$ cat src/rtl/id_pkg.sv
// Shared decode constants and the instruction-class helper for the decode queue stage.
package id_pkg;

  localparam logic [5:0] OP_RTYPE = 6'h00;
  localparam logic [5:0] OP_J     = 6'h02;
  localparam logic [5:0] OP_JAL   = 6'h03;
  localparam logic [5:0] OP_COP1  = 6'h11;

  typedef enum logic [1:0] {
    ITYPE_R    = 2'b00,
    ITYPE_I    = 2'b01,
    ITYPE_J    = 2'b10,
    ITYPE_COP1 = 2'b11
  } i_type_e;

  function automatic i_type_e classify(input logic [5:0] op);
    case (op)
      OP_RTYPE:     classify = ITYPE_R;
      OP_J, OP_JAL: classify = ITYPE_J;
      OP_COP1:      classify = ITYPE_COP1;
      default:      classify = ITYPE_I;
    endcase
  endfunction

endpackage

$ cat src/rtl/id_fifo.sv
// Circular instruction queue: power-of-two depth, head presented combinationally,
// flush and reset return it to empty with both pointers at zero.
module id_fifo
  import id_pkg::*;
#(
  parameter int DEPTH = 4,
  parameter int WIDTH = 64
) (
  input  logic                       clk,
  input  logic                       reset,
  input  logic                       flush,
  input  logic                       push,
  input  logic                       pop,
  input  logic [WIDTH-1:0]           wdata,
  output logic [WIDTH-1:0]           rdata,
  output logic [$clog2(DEPTH):0]     count,
  output logic                       empty
);

  localparam int AW = $clog2(DEPTH);
  localparam int CW = AW + 1;

  logic [WIDTH-1:0] mem_r [DEPTH];
  logic [AW-1:0]    wr_ptr_r;
  logic [AW-1:0]    rd_ptr_r;
  logic [CW-1:0]    count_r;
  logic             full_s;
  logic             push_ok_s;
  logic             pop_ok_s;

  assign full_s    = (count_r == CW'(DEPTH));
  assign empty     = (count_r == {CW{1'b0}});
  assign push_ok_s = push && !full_s && !flush;
  assign pop_ok_s  = pop && !empty && !flush;
  assign rdata     = mem_r[rd_ptr_r];
  assign count     = count_r;

  // Pointer and occupancy tracking; pointers wrap naturally since DEPTH is a power of two.
  always_ff @(posedge clk or posedge reset) begin
    if (reset) begin
      wr_ptr_r <= {AW{1'b0}};
      rd_ptr_r <= {AW{1'b0}};
      count_r  <= {CW{1'b0}};
    end else if (flush) begin
      wr_ptr_r <= {AW{1'b0}};
      rd_ptr_r <= {AW{1'b0}};
      count_r  <= {CW{1'b0}};
    end else begin
      if (push_ok_s) wr_ptr_r <= wr_ptr_r + AW'(1);
      if (pop_ok_s)  rd_ptr_r <= rd_ptr_r + AW'(1);
      case ({push_ok_s, pop_ok_s})
        2'b10:   count_r <= count_r + CW'(1);
        2'b01:   count_r <= count_r - CW'(1);
        default: count_r <= count_r;
      endcase
    end
  end

  // Entry storage; contents are meaningless outside the occupied window, so no reset.
  always_ff @(posedge clk) begin
    if (push_ok_s) mem_r[wr_ptr_r] <= wdata;
  end

endmodule

$ cat src/rtl/id_queue_stage.sv
// Instruction decode stage: queues fetched {instr, pc} pairs and decodes the head
// into a registered output slot with valid/ready handshake, halt freeze and flush.
module id_queue_stage
  import id_pkg::*;
#(
  parameter int DEPTH = 4,
  parameter int PC_W  = 32
) (
  input  logic                   clk,
  input  logic                   reset,
  input  logic                   if_valid,
  input  logic [31:0]            if_instr,
  input  logic [PC_W-1:0]        if_pc,
  output logic                   if_ready,
  input  logic                   halt_fetch,
  input  logic                   halt_control,
  input  logic                   flush,
  input  logic                   ex_ready,
  output logic                   id_valid,
  output logic [5:0]             opcode,
  output logic [4:0]             format,
  output logic [5:0]             funct,
  output logic [4:0]             rs,
  output logic [4:0]             rt,
  output logic [4:0]             rd,
  output logic [4:0]             sa,
  output logic [15:0]            imm,
  output logic [25:0]            offset,
  output logic [4:0]             base,
  output logic [4:0]             bltz,
  output logic [1:0]             i_type,
  output logic [PC_W-1:0]        pc_out,
  output logic                   halt_out,
  output logic [4:0]             rs_reg,
  output logic [4:0]             rt_reg,
  output logic [$clog2(DEPTH):0] count
);

  localparam int CW = $clog2(DEPTH) + 1;
  localparam int FW = 32 + PC_W;

  logic            push_s;
  logic            pop_s;
  logic            empty_s;
  logic [FW-1:0]   head_s;
  logic [31:0]     head_instr_s;
  logic [PC_W-1:0] head_pc_s;

  assign if_ready     = (count < CW'(DEPTH));
  assign push_s       = if_valid && if_ready && !halt_fetch && !flush;
  assign pop_s        = !empty_s && !halt_control && !flush && (!id_valid || ex_ready);
  assign head_instr_s = head_s[FW-1:PC_W];
  assign head_pc_s    = head_s[PC_W-1:0];

  id_fifo #(
    .DEPTH (DEPTH),
    .WIDTH (FW)
  ) u_fifo (
    .clk   (clk),
    .reset (reset),
    .flush (flush),
    .push  (push_s),
    .pop   (pop_s),
    .wdata ({if_instr, if_pc}),
    .rdata (head_s),
    .count (count),
    .empty (empty_s)
  );

  // Register-file read addresses follow the queue head, forced to zero when empty.
  always_comb begin
    rs_reg = 5'd0;
    rt_reg = 5'd0;
    if (empty_s) begin
      rs_reg = 5'd0;
      rt_reg = 5'd0;
    end else begin
      rs_reg = head_instr_s[25:21];
      rt_reg = head_instr_s[20:16];
    end
  end

  // Decoded output slot: loads on pop, empties when consumed with nothing behind it,
  // otherwise holds (which covers both downstream stall and halt_control freeze).
  always_ff @(posedge clk or posedge reset) begin
    if (reset) begin
      id_valid <= 1'b0;
      halt_out <= 1'b0;
      opcode   <= 6'd0;
      format   <= 5'd0;
      funct    <= 6'd0;
      rs       <= 5'd0;
      rt       <= 5'd0;
      rd       <= 5'd0;
      sa       <= 5'd0;
      imm      <= 16'd0;
      offset   <= 26'd0;
      base     <= 5'd0;
      bltz     <= 5'd0;
      i_type   <= 2'b00;
      pc_out   <= {PC_W{1'b0}};
    end else begin
      halt_out <= halt_control;
      if (flush) begin
        id_valid <= 1'b0;
      end else if (pop_s) begin
        id_valid <= 1'b1;
        opcode   <= head_instr_s[31:26];
        format   <= head_instr_s[25:21];
        rs       <= head_instr_s[25:21];
        base     <= head_instr_s[25:21];
        rt       <= head_instr_s[20:16];
        bltz     <= head_instr_s[20:16];
        rd       <= head_instr_s[15:11];
        sa       <= head_instr_s[10:6];
        funct    <= head_instr_s[5:0];
        imm      <= head_instr_s[15:0];
        offset   <= head_instr_s[25:0];
        i_type   <= classify(head_instr_s[31:26]);
        pc_out   <= head_pc_s;
      end else if (!halt_control && (!id_valid || ex_ready)) begin
        id_valid <= 1'b0;
      end else begin
        id_valid <= id_valid;
      end
    end
  end

endmodule

$ cat config.mk
export PLATFORM = sky130hd
export DESIGN_NAME = id_queue_stage
export DESIGN_NICKNAME = d
export VERILOG_FILES = /design/src/rtl/id_pkg.sv /design/src/rtl/id_fifo.sv /design/src/rtl/id_queue_stage.sv
export SDC_FILE = /design/constraint.sdc
export NUM_CORES = 1
export LEC_CHECK = 0
export BUFFER_PORTS_ARGS = -buffer_cell sky130_fd_sc_hd__buf_2
export CAP_MARGIN = 20
export CORE_MARGIN = 4
export CORE_UTILIZATION = 53
export CTS_BUF_LIST = sky130_fd_sc_hd__clkbuf_16
export DETAILED_ROUTE_END_ITERATION = 8
export PLACE_DENSITY_LB_ADDON = 0.25
export SLEW_MARGIN = 25
export SYNTH_ARGS = -nofsm -noshare
export SYNTH_HDL_FRONTEND = slang
export SYNTH_SLANG_ARGS = --single-unit
$ cat constraint.sdc
create_clock -name clk -period 3.9 [get_ports clk]
set_input_delay 0.585 -clock clk [delete_from_list [all_inputs] [get_ports clk]]
set_output_delay 0.585 -clock clk [all_outputs]
set_load 0.02 [all_outputs]
==> flow_metrics.env <==
export IMPL_worst_slack_ns=1.111
export IMPL_drv_cap=0
export IMPL_syn_nets=679
export IMPL_synthToLayoutAreaGrowth_pct=16.01
export IMPL_synth_top_family_by_area="multiplexers"
export IMPL_cts_setup_buffers=0
export IMPL_grt_pass1_wl_um=36330
export IMPL_synth_async_sr_flop_share_pct=22.66
export IMPL_setup_tns_ns=0
export IMPL_drive_gt1_share_pct=49.81
export IMPL_synth_edff_count=256
export IMPL_cts_clk_slew_worst_paths_ns=0.06
export IMPL_setup_violations_final=0
export IMPL_synth_compound_area_share_pct=0.5228
export IMPL_drt_pass1_iter_count=6
export IMPL_io_pins=210
export IMPL_yosys_area_top_type="edfxtp_1"
export IMPL_drc=0
export IMPL_synth_simple_area_share_pct=1.726
export IMPL_worst_pin_slew_ns=0.7355
export IMPL_synth_area_sq_um=12680
export IMPL_critPathLaunchType="flip-flop"
export IMPL_start_util_pct=53.88
export IMPL_fillCellCount=1683
export IMPL_numPortBuffers=209
export IMPL_grt_pass1_vias=6456
export IMPL_p_leak_nw=5.458
export IMPL_netSwitchingPower_mw=3.270
export IMPL_synth_distinct_cells=31
export IMPL_routed_wirelength_um=23440
export IMPL_core_sq_um=23540
export IMPL_end_kind="primary output"
export IMPL_cts_sink_count=331
export IMPL_cts_resized_gates=0
export IMPL_root_buffer="clkbuf_16"
export IMPL_drt_iter0_drc=295
export IMPL_r2r_setup_slack_ns=1.29
export IMPL_via_per_inst=5.422
export IMPL_critPathMaxStageDelay_ns=0.74
export IMPL_clockBufferDepth=3
export IMPL_period_minus_slack_ns=2.789
export IMPL_seqPwrFrac_pct=44.2
export IMPL_std_cell_rows=56
export IMPL_grt_overflow=0
export IMPL_syn_inst=603
export IMPL_dpl_instance_area_sq_um=13760
export IMPL_track_usage_pct=17.74
export IMPL_antenna_found_initial=5
export IMPL_pwr_share_comb_pct=29.0
export IMPL_cp_required_ns=3.31
export IMPL_yosys_warnings=0
export IMPL_fp_dieW_um=162.7
export IMPL_dieArea_sq_um=26470
export IMPL_place_gp_congestion=0.7741
export IMPL_ctsHoldBuffers=0
export IMPL_synth_seq_area_share_pct=75.40
export IMPL_grt_max_degree=52
export IMPL_ys_ff_latch=331
export IMPL_relSlewSlack_pct=50.97
export IMPL_fin_area_sq_um=14720
export IMPL_status="finished clean"
export IMPL_clock_fmax_mhz=358.6
export IMPL_rsz0062_at_grt="false"
export IMPL_nNetsFinal=849
export IMPL_hpwl_um=14680
export IMPL_p_per_area_nw_per_um2=706.1
export IMPL_yosys_top_cells_area="edfxtp_1 61%, dfrtp_1 15%, mux4_2 11%, mux2_2 5.7%, buf_4 3.4%"
export IMPL_die_h_um=162.7
export IMPL_synth_top_area_share_pct=60.60
export IMPL_synth_adder_area_share_pct=0.5524
export IMPL_critPathMaxFanout=23
export IMPL_worstPathArrival_ns=2.20
export IMPL_cts_tree="built"
export IMPL_pwr_share_clk_pct=26.8
export IMPL_path_class="flip-flop to primary output"
export IMPL_cts_made_buffers=31
export IMPL_hold_violations=0
export IMPL_synth_xor_area_share_pct=0.3255
export IMPL_yosys_most_used_dff="edfxtp_1"
export IMPL_crit_slowest_cell="dfrtp_4"
export IMPL_ir_worst_vdd_mv=0.3508
export IMPL_synth_area_mux_share_pct=17.12
export IMPL_switching_share_pct=31.47
export IMPL_pre_cts_ws_ns=1.182
export IMPL_rr_worst_depth=7
export IMPL_routedWlPerCell_um=20.99
export IMPL_num_vias=6056
export IMPL_p_int_mw=7.120
export IMPL_skew_ns=0.009905
export IMPL_clock_latency_ns=0.54
export IMPL_crit_chain="mux4_2 -> nor2b_1 -> buf_2"
export IMPL_avgSynthCellArea_sq_um=21.04
export IMPL_finalCritPeriodShare_pct=71.51
export IMPL_h_tree_depth=1
export IMPL_ant_nets=0
export IMPL_drv_slew=0
export IMPL_hold_class="input port to asynchronous set/reset pin"
## kinds of logic (layout without fill, tap and decap cells)
kind of cell | after synthesis | in the layout
flops | 331 | 331
mux | 129 | 129
buf+inv | 87 | 281
simple gates | 38 | 38
compound gates | 10 | 10
fa+ha+maj | 5 | 5
xor+xnor | 3 | 3
other cells | 0 | 1
## through the flow
step | cells | power, mW | utilization [%] | hold WS [ns]
floorplan | 603 | 7.042 | - | 0.5582
global placement | 1059 | 7.684 | 58.45 | 0.4763
detailed placement | 1059 | 7.727 | 58.45 | 0.4774
CTS | 1116 | 10.52 | 62.49 | 0.1925
global route | 1117 | 10.89 | 62.51 | 0.2249
finish | 1117 | 10.39 | 62.51 | 0.1808
## flip-flops by register name (all words and copies together) (netlist names), 2 cells and up
register and flops:
u_fifo.mem_r 256, pc_out 32, offset 11, opcode 6, funct 5, rd 4
sa 4, u_fifo.count 3, i_type 2, imm 2, u_fifo.rd_ptr_r 2, u_fifo.wr_ptr_r 2
## synth_stat cells (5+ instances only)
cell type / count
buf_1: 5
buf_2: 9
buf_4: 57
clkbuf_1: 12
dfrtp_1: 75
edfxtp_1: 256
mux2_2: 64
mux4_2: 64
nor2_1: 7
nor2b_1: 12
## worst paths after layout
kind / start / to
max in group asynchronous: reset / pc_out[16]$_DFFE_PP0P_
setup reg to reg: u_fifo.count[2]$_DFFE_PP0P_ / u_fifo.count[2]$_DFFE_PP0P_
hold / removal: reset / funct[0]$_DFFE_PP0P_
hold reg to reg: i_type[1]$_DFFE_PP0P_ / i_type[1]$_DFFE_PP0P_
min in group clk: halt_control / halt_out$_DFF_PP0_
setup / recovery: u_fifo.rd_ptr_r[0]$_DFFE_PP0P_ / rs_reg[4]
## per-layer routing
| layer | vias to the layer above | track usage, % | wire length [um] |
|---|---|---|---|
| met4 | 8 | 4.461 | 556 |
| met3 | 47 | 3.771 | 1713 |
| met5 | - | 0 | 41 |
| li1 | 2659 | - | - |
| met2 | 228 | 29.94 | 11760 |
| met1 | 3114 | 24.03 | 9373 |
## power by group through the flow
stage,registers (mW),clock network [mW],logic (mW)
detailed placement,4.67,0,3.06
floorplan,5.01,0,2.03
finish,4.59,2.79,3.02
global route,4.66,3.00,3.23
CTS,4.60,2.85,3.07
global placement,4.64,0,3.04
## area by class of cell
class	count	area [sq um]	share of cell area (%)
repair buffers	220	1179	8.010
clock inverters	25	151.4	1.029
clock buffers	32	800.8	5.442
diodes	1	2.502	0.01701
multi-input cells	185	2594	17.63
inverters	4	17.52	0.1190
well taps	319	399.1	2.712
flip-flops and latches	331	9572	65.05
## critical path: cells and delay by family, from the launching register on
kind | cells | cell delay [ns]
flip-flops | 1 | 0.74
buffers and inverters | 1 | 0.17
AND/OR/NAND/NOR | 1 | 0.17
multiplexers | 1 | 0.59
## placed cells by master, fill, tap and decap left out, types with 7 or more instances in the layout
cell type / n
edfxtp_1: 256
clkbuf_16: 32
nor2_1: 7
mux4_2: 64
nor2b_1: 12
inv_1: 15
mux2_2: 64
clkinv_1: 7
dfrtp_1: 73
buf_4: 7
buf_2: 209
(Power assumes the default switching activity.)
